### config.mk
export PLATFORM = sky130hd
export DESIGN_NAME = io_flag_controller
export DESIGN_NICKNAME = d
export VERILOG_FILES = /design/src/rtl/io_flag_controller_pkg.sv /design/src/rtl/io_flag_controller_sync_edge.sv /design/src/rtl/io_flag_controller.sv
export SDC_FILE = /design/constraint.sdc
export NUM_CORES = 1
export LEC_CHECK = 0
export BUFFER_PORTS_ARGS = -buffer_cell sky130_fd_sc_hd__buf_2
export CAP_MARGIN = 20
export CORE_UTILIZATION = 35
export CTS_BUF_LIST = sky130_fd_sc_hd__clkbuf_8
export DETAILED_ROUTE_END_ITERATION = 10
export PLACE_DENSITY_LB_ADDON = 0.08
export RECOVER_POWER = 50
export SETUP_SLACK_MARGIN = 0.3
export SYNTH_ARGS = -nofsm -noshare
export SYNTH_HDL_FRONTEND = slang
export SYNTH_HIERARCHICAL = 1
export SYNTH_SLANG_ARGS = --single-unit
### constraint.sdc
create_clock -name i_clk -period 4.2 [get_ports i_clk]
set_input_delay 0.21 -clock i_clk [delete_from_list [all_inputs] [get_ports i_clk]]
set_output_delay 0.21 -clock i_clk [all_outputs]
set_load 0.01 [all_outputs]
### src/rtl/io_flag_controller_pkg.sv
// io_flag_controller_pkg: shared widths and output FSM encoding for the Basic Computer I/O block
package io_flag_controller_pkg;
  localparam int BC_CHAR_W = 8;
  localparam logic FGO_IDLE = 1'b1;
  typedef enum logic {OUT_IDLE = 1'b0, OUT_BUSY = 1'b1} out_state_t;
endpackage

### src/rtl/io_flag_controller_sync_edge.sv
// io_flag_controller_sync_edge: 2-flop synchronizer with rising-edge pulse for an asynchronous level
module io_flag_controller_sync_edge (
  input  logic i_clk,
  input  logic i_rst_n,
  input  logic i_async,
  output logic o_rise
);
  logic [2:0] r_sh;
  always_ff @(posedge i_clk or negedge i_rst_n)
    if (!i_rst_n) r_sh <= '0;
    else r_sh <= {r_sh[1:0], i_async};
  assign o_rise = r_sh[1] & ~r_sh[2];
endmodule

### src/rtl/io_flag_controller.sv
// io_flag_controller: INPR/OUTR/FGI/FGO/IEN sequencing for the Basic Computer keyboard/VGA interface,
// with a keystroke FIFO behind FGI and a timeout on the output handshake.
module io_flag_controller
  import io_flag_controller_pkg::*;
#(
  parameter int IN_FIFO_DEPTH = 4,
  parameter int OUT_TIMEOUT   = 65535
) (
  input  logic                 i_clk,
  input  logic                 i_rst_n,
  input  logic [BC_CHAR_W-1:0] i_kbd_data,
  input  logic                 i_kbd_flag,
  input  logic                 i_vga_done,
  input  logic [BC_CHAR_W-1:0] i_ac_low,
  input  logic                 i_cmd_inp,
  input  logic                 i_cmd_out,
  input  logic                 i_cmd_ski,
  input  logic                 i_cmd_sko,
  input  logic                 i_cmd_ion,
  input  logic                 i_cmd_iof,
  input  logic                 i_int_ack,
  output logic [BC_CHAR_W-1:0] o_inpr,
  output logic [BC_CHAR_W-1:0] o_outr,
  output logic                 o_outr_load,
  output logic                 o_fgi,
  output logic                 o_fgo,
  output logic                 o_ien,
  output logic                 o_skip,
  output logic                 o_irq,
  output logic                 o_kbd_drop,
  output logic                 o_out_err
);
  localparam int AW = $clog2(IN_FIFO_DEPTH);
  localparam int CW = AW + 1;
  localparam int TW = $clog2(OUT_TIMEOUT + 1);
  logic                 w_kbd_rise, w_vga_rise;
  logic [BC_CHAR_W-1:0] r_mem [IN_FIFO_DEPTH];
  logic [AW-1:0]        r_wp, r_rp;
  logic [CW-1:0]        r_cnt;
  logic                 w_empty, w_full, w_pop, w_push, w_drop;
  out_state_t           r_state, w_state_nx;
  logic [TW-1:0]        r_tmo, w_tmo_nx;
  logic                 w_accept, w_err_nx;
  logic [BC_CHAR_W-1:0] r_outr;
  logic                 r_outr_load, r_ien, r_skip, r_irq, r_drop, r_err;

  io_flag_controller_sync_edge u_kbd_sync (
    .i_clk(i_clk), .i_rst_n(i_rst_n), .i_async(i_kbd_flag), .o_rise(w_kbd_rise)
  );
  io_flag_controller_sync_edge u_vga_sync (
    .i_clk(i_clk), .i_rst_n(i_rst_n), .i_async(i_vga_done), .o_rise(w_vga_rise)
  );

  // A pop frees a slot in the same cycle, so a push onto a full FIFO with a pop is not a drop.
  assign w_empty = r_cnt == '0;
  assign w_full  = r_cnt == CW'(IN_FIFO_DEPTH);
  assign w_pop   = i_cmd_inp & ~w_empty;
  assign w_push  = w_kbd_rise & (~w_full | w_pop);
  assign w_drop  = w_kbd_rise & w_full & ~w_pop;

  always_ff @(posedge i_clk)
    if (w_push) r_mem[r_wp] <= i_kbd_data;

  always_comb begin
    w_state_nx = r_state;
    w_tmo_nx   = r_tmo;
    w_accept   = i_cmd_out & (r_state == OUT_IDLE);
    w_err_nx   = i_cmd_out & (r_state == OUT_BUSY);
    if (r_state == OUT_IDLE) begin
      if (i_cmd_out) begin
        w_state_nx = OUT_BUSY;
        w_tmo_nx   = '0;
      end
    end else if (w_vga_rise) w_state_nx = OUT_IDLE;
    else if (r_tmo == TW'(OUT_TIMEOUT - 1)) begin
      w_state_nx = OUT_IDLE;
      w_err_nx   = 1'b1;
    end else w_tmo_nx = r_tmo + 1'b1;
  end

  always_ff @(posedge i_clk or negedge i_rst_n)
    if (!i_rst_n) begin
      r_wp        <= '0;
      r_rp        <= '0;
      r_cnt       <= '0;
      r_state     <= OUT_IDLE;
      r_tmo       <= '0;
      r_outr      <= '0;
      r_outr_load <= 1'b0;
      r_ien       <= 1'b0;
      r_skip      <= 1'b0;
      r_irq       <= 1'b0;
      r_drop      <= 1'b0;
      r_err       <= 1'b0;
    end else begin
      r_wp        <= r_wp + AW'(w_push);
      r_rp        <= r_rp + AW'(w_pop);
      r_cnt       <= r_cnt + CW'(w_push) - CW'(w_pop);
      r_state     <= w_state_nx;
      r_tmo       <= w_tmo_nx;
      r_outr      <= w_accept ? i_ac_low : r_outr;
      r_outr_load <= w_accept;
      r_ien       <= (i_cmd_iof | i_int_ack) ? 1'b0 : (i_cmd_ion | r_ien);
      r_skip      <= (i_cmd_ski & ~w_empty) | (i_cmd_sko & o_fgo);
      r_irq       <= r_ien & (~w_empty | o_fgo);
      r_drop      <= w_drop;
      r_err       <= w_err_nx;
    end

  assign o_inpr      = w_empty ? '0 : r_mem[r_rp];
  assign o_outr      = r_outr;
  assign o_outr_load = r_outr_load;
  assign o_fgi       = ~w_empty;
  assign o_fgo       = (r_state == OUT_IDLE) ? FGO_IDLE : ~FGO_IDLE;
  assign o_ien       = r_ien;
  assign o_skip      = r_skip;
  assign o_irq       = r_irq;
  assign o_kbd_drop  = r_drop;
  assign o_out_err   = r_err;
endmodule

Yosys cells after proc, flatten, opt, wreduce, memory -nomap -nowiden
Memories as Yosys holds them, arrays and structs flattened.
Cells that the tools add are included.
- memories kept: 1
- word-level logic and storage cells: 65
- RAM bits: 32
- bits in registers: 44
- memories (memory ; words ; width ; read ports ; clocked after memory_dff ; write ports ; line ; source):
    r_mem ; 4 ; 8 ; 1 ; 0 ; 1 ; io_flag_controller.sv:37 ; logic [BC_CHAR_W-1:0] r_mem [IN_FIFO_DEPTH];
- mux-type cells: 16
- equal/unequal tests: 4
- reduce and logical (&&, ||, !) cells: 3
- bitwise gates (word level): 22
- add/sub/neg operators: 5
- operators with widths (kind ; count):
    $mux W16 ; 4
    $add A16 B1 Y16 const B ; 1
    $eq A16 B16 Y1 const B ; 1
    $and A1 B1 Y1 ; 11
    $mux W1 ; 11
    $mux W8 ; 1
    $not A1 Y1 ; 6
    $or A1 B1 Y1 ; 5
    $add A2 B1 Y2 ; 2
    $ne A2 B2 Y1 const B ; 2
    $add A3 B1 Y3 ; 1
    $eq A3 B3 Y1 const B ; 1
    $logic_not A3 Y1 ; 1
    $reduce_and A3 Y1 ; 1
    $sub A3 B1 Y3 ; 1
    $reduce_bool A2 Y1 ; 1

Logic depth before layout (Yosys ltp)
- depth in word-level cells: 7
- depth in mapped cells: 10
- gate-level depth less buffers: 9

Modules after synthesis
Netlist, hierarchy kept.
- modules (own cells, without submodules) (module ; times used ; seq. area each (um^2) ; cells each ; area each (um^2)):
    io_flag_controller ; 1 ; 1911.8 ; 213 ; 3019.1
    io_flag_controller_sync_edge ; 2 ; 75.1 ; 4 ; 88.8

Worst setup path before layout
Ideal clock, no wire load.
- path kind: flip-flop to flip-flop
- start: register r_cnt[1]
- end: register r_cnt[2]
- data required time: 4077 ps
- buffers on the path: 1
- cell stages (with the launch flop): 11
- path slack: 1947 ps
- arrival time: 2130 ps
- path through: dfrtp_1 -> nor3_1 -> clkbuf_1 -> nor2b_1 -> ha_1 -> inv_1 -> ha_1 -> inv_1 -> fa_1 -> xnor2_1 -> xnor2_1
- cells in the longest elaborated chain, start to end: 7
- elaborated cells on any way between the ends: 9
- classes of those cells: add/sub (2); eq/ne (1); bitwise (5); reduce/logical (1)
- ends and longest elaborated chain (what ; line ; source):
    start: declaration ; io_flag_controller.sv:39 ; logic [CW-1:0] r_cnt;
    start signal: assignment ; io_flag_controller.sv:98 ; r_cnt <= r_cnt + CW'(w_push) - CW'(w_pop);
    $logic_not A3 Y1 ; io_flag_controller.sv:55 ; assign w_empty = r_cnt == '0;
    $not A1 Y1 ; io_flag_controller.sv:57 ; assign w_pop = i_cmd_inp & ~w_empty;
    $and A1 B1 Y1 ; io_flag_controller.sv:57 ;
    $or A1 B1 Y1 ; io_flag_controller.sv:58 ; assign w_push = w_kbd_rise & (~w_full | w_pop);
    $and A1 B1 Y1 ; io_flag_controller.sv:58 ;
    $add A3 B1 Y3 ; io_flag_controller.sv:98 ;
    $sub A3 B1 Y3 * ; io_flag_controller.sv:98 ;
Every way passes the cells marked *; elsewhere a longest branch is shown, timed or not.
A chain may end at the register's enable or synchronous reset.

==> results.cfg <==
[run_status]
status = finished with violations
violations = capacitance limit, slew limit

[detailed_routing]
first_iter_violations = 94
drc = 0
vias = 1920
drtAntennaViolNets = 0
finalWirelength_mm = 5.83
routedWlPerCell_microns = 14.9
viasPerCell = 4.90
drt-pass1-iter-count = 4

[finish]
utilization_pct = 43.0
diodes = 0
drive_gt1_share_pct = 26.4
finalNonFillerCells = 392
area_growth_pct = 17.9
nNetsFinal = 313

[timing]
max_clock_freq_ghz = 0.393
report.final.hold_viol_count = 0
min_period_ns = 2.54
tns_ns = 0
rsz0062_at_grt = no
tightestPinTransition_ns = 2.10
skew_ns = 0.0113
period_share_pct = 60.5
drv_slew = 40
setup_viol = 0
relSlewSlack_pct = -39.9

[global_route]
antenna_found_initial = 0
grt_pass1_vias = 1935
grt_first_pass_wirelength_mm = 9.81
overflow = 0
grt_max_degree = 45
grt_usage_pct = 13.4

[die]
die_y_microns = 97.6
io_pins = 51
rows = 34
start_util_pct = 36.5
core-area_sq_um = 8760
dieArea_sq_um = 9520
die_w_microns = 97.6

[logic_synthesis]
ys_seq_area_share_pct = 64.5
syn-cell-area_sq_um = 3200
synth-main-ff-cell = dfrtp_1
synth_common_cells = dfrtp_1 (44), edfxtp_1 (32), nand2_1 (17)
syn_area_per_cell_sq_um = 14.5
syn-instance-count = 221
postSynth.asyncResetShare_pct = 57.9
synth_fp_nets = 255
synth_most_common_cell = dfrtp_1
netlist_top_cells_area = dfrtp_1 (34%), edfxtp_1 (30%), mux4_2 (5.6%)
ys_warn_count = 6
yosys.area.top_type_share_pct = 34.4
synth_edf_count = 32
ys_ff_latch = 76
synth_area_leader_cell = dfrtp_1
synth_cell_type_count = 46

[worst_setup_path]
arrival_ns = 2.58
critPathMaxFanout = 39
end_kind = asynchronous set/reset pin
start_kind = primary input
cp.required_ns = 4.23
crit_type = in -> async

[pwr]
ir_drop_mv = 0.220
p_leak_nw = 1.55
cellPowerDensity_nw_per_um2 = 564

[clock_tree]
clockBufferDepth = 2
hold_buffers = 2
clk_pin_slew_ns = 0.07
cts_buffers = 9
clk_latency_ns = 0.35
cts_tree = built
cts_resized = 0
cts_num_sinks = 76
cts_max_level = 3
root_buffer = clkbuf_8
cts_setup_buffers = 0

[placement]
port_buffers = 50
dpl.cell_count = 372
dp_hpwl_mm = 3.77
place.gp.congestion = 0.673

[run]
maxCapViolCount = 1

[min_path]
hold_class = in -> reg
==> worst paths after layout <==
path                                          from                 end  slack [ns]  depth (start not counted)
worst max-delay path                       i_rst_n           r_tmo[14]        1.66                          3
worst min-delay path                     i_int_ack               o_ien        0.02                          2
worst max register to register            r_cnt[1]            r_cnt[2]        1.98                          9
worst min register to register  u_vga_sync/r_sh[0]  u_vga_sync/r_sh[1]        0.35                          0
max in group i_clk                        r_cnt[1]            r_cnt[2]        1.98                          9
min in group asynchronous                  i_rst_n  u_kbd_sync/r_sh[2]        0.25                          2
==> worst max-delay path, cell delays in order <==
cell and delay, ns:
dlygate4sd3_1 0.52, clkbuf_1 0.28, clkbuf_1 1.54
==> cell type report <==
cell class / instances / area (sq um)
flip-flops and latches: 76 / 2060
fillers: 824 / 4990
clock buffers: 9 / 124
inverters: 11 / 41.3
well taps: 108 / 135
multi-input cells: 125 / 1050
clock inverters: 7 / 73.8
repair buffers: 56 / 282
==> per-stage QoR <==
step	cell area [sq um]	hold slack (ns)	setup slack, ns	power (mW)
floorplan	3200	-0.0856	1.95	1.39
global placement	3560	0.321	2.02	1.59
detailed placement	3560	0.321	1.96	1.60
CTS	3770	0.00142	1.95	2.17
global route	3770	0.0200	1.03	2.27
finish	3770	0.0177	1.66	2.13
==> routing by layer <==
metal	global-route usage, %	wire length (microns)	vias to the layer above
met3	3.60	306	11
met4	6.79	119	0
li1	-	-	942
met5	0	0	-
met2	18.5	2480	56
met1	19.3	2930	911
==> power breakdown <==
group | total (mW) | leakage, nW | switching [mW] | internal (mW)
Clock | 0.562 | 0.0978 | 0.284 | 0.277
Sequential | 1.04 | 0.844 | 0.133 | 0.909
Combinational | 0.524 | 0.610 | 0.247 | 0.277
==> layout by cell type (no fill, tap or decap), types with 3 or more instances in the layout <==
cell,netlist,layout
nor2_1,5,5
edfxtp_1,32,32
nand3_1,5,5
mux2i_1,10,10
a31oi_1,3,3
buf_2,3,36
mux2_2,8,8
nor2b_1,9,9
dlygate4sd3_1,0,3
clkbuf_1,5,15
clkbuf_8,0,9
mux4_2,8,8
nor3_1,7,7
nand2_1,17,17
o41ai_1,3,3
ha_1,6,6
nor4_1,3,3
inv_1,11,11
dfrtp_1,44,44
nand4_1,6,6
==> state kept, by name, summed over array words and instances, names as in the netlist <==
| register | cells |
|---|---|
| o_skip | 1 |
| r_rp | 2 |
| r_wp | 2 |
| o_outr | 8 |
| o_kbd_drop | 1 |
| u_vga_sync/r_sh | 3 |
| r_cnt | 3 |
| o_outr_load | 1 |
| o_ien | 1 |
| r_state | 1 |
| r_mem | 32 |
| r_tmo | 16 |
| o_irq | 1 |
| o_out_err | 1 |
| u_kbd_sync/r_sh | 3 |
==> cell families (layout without fill, tap and decap cells) <==
kind of cell    after synthesis  in the layout  synth area share, %
compound gates               18             18                 4.15
xor+xnor                      4              4                 1.10
buf+inv                      20             83                 2.58
fa+ha+maj                     7              7                 2.97
flops                        76             76                 64.5
simple gates                 70             70                 13.1
mux                          26             26                 11.6
Power figures use the tool's default switching activity.
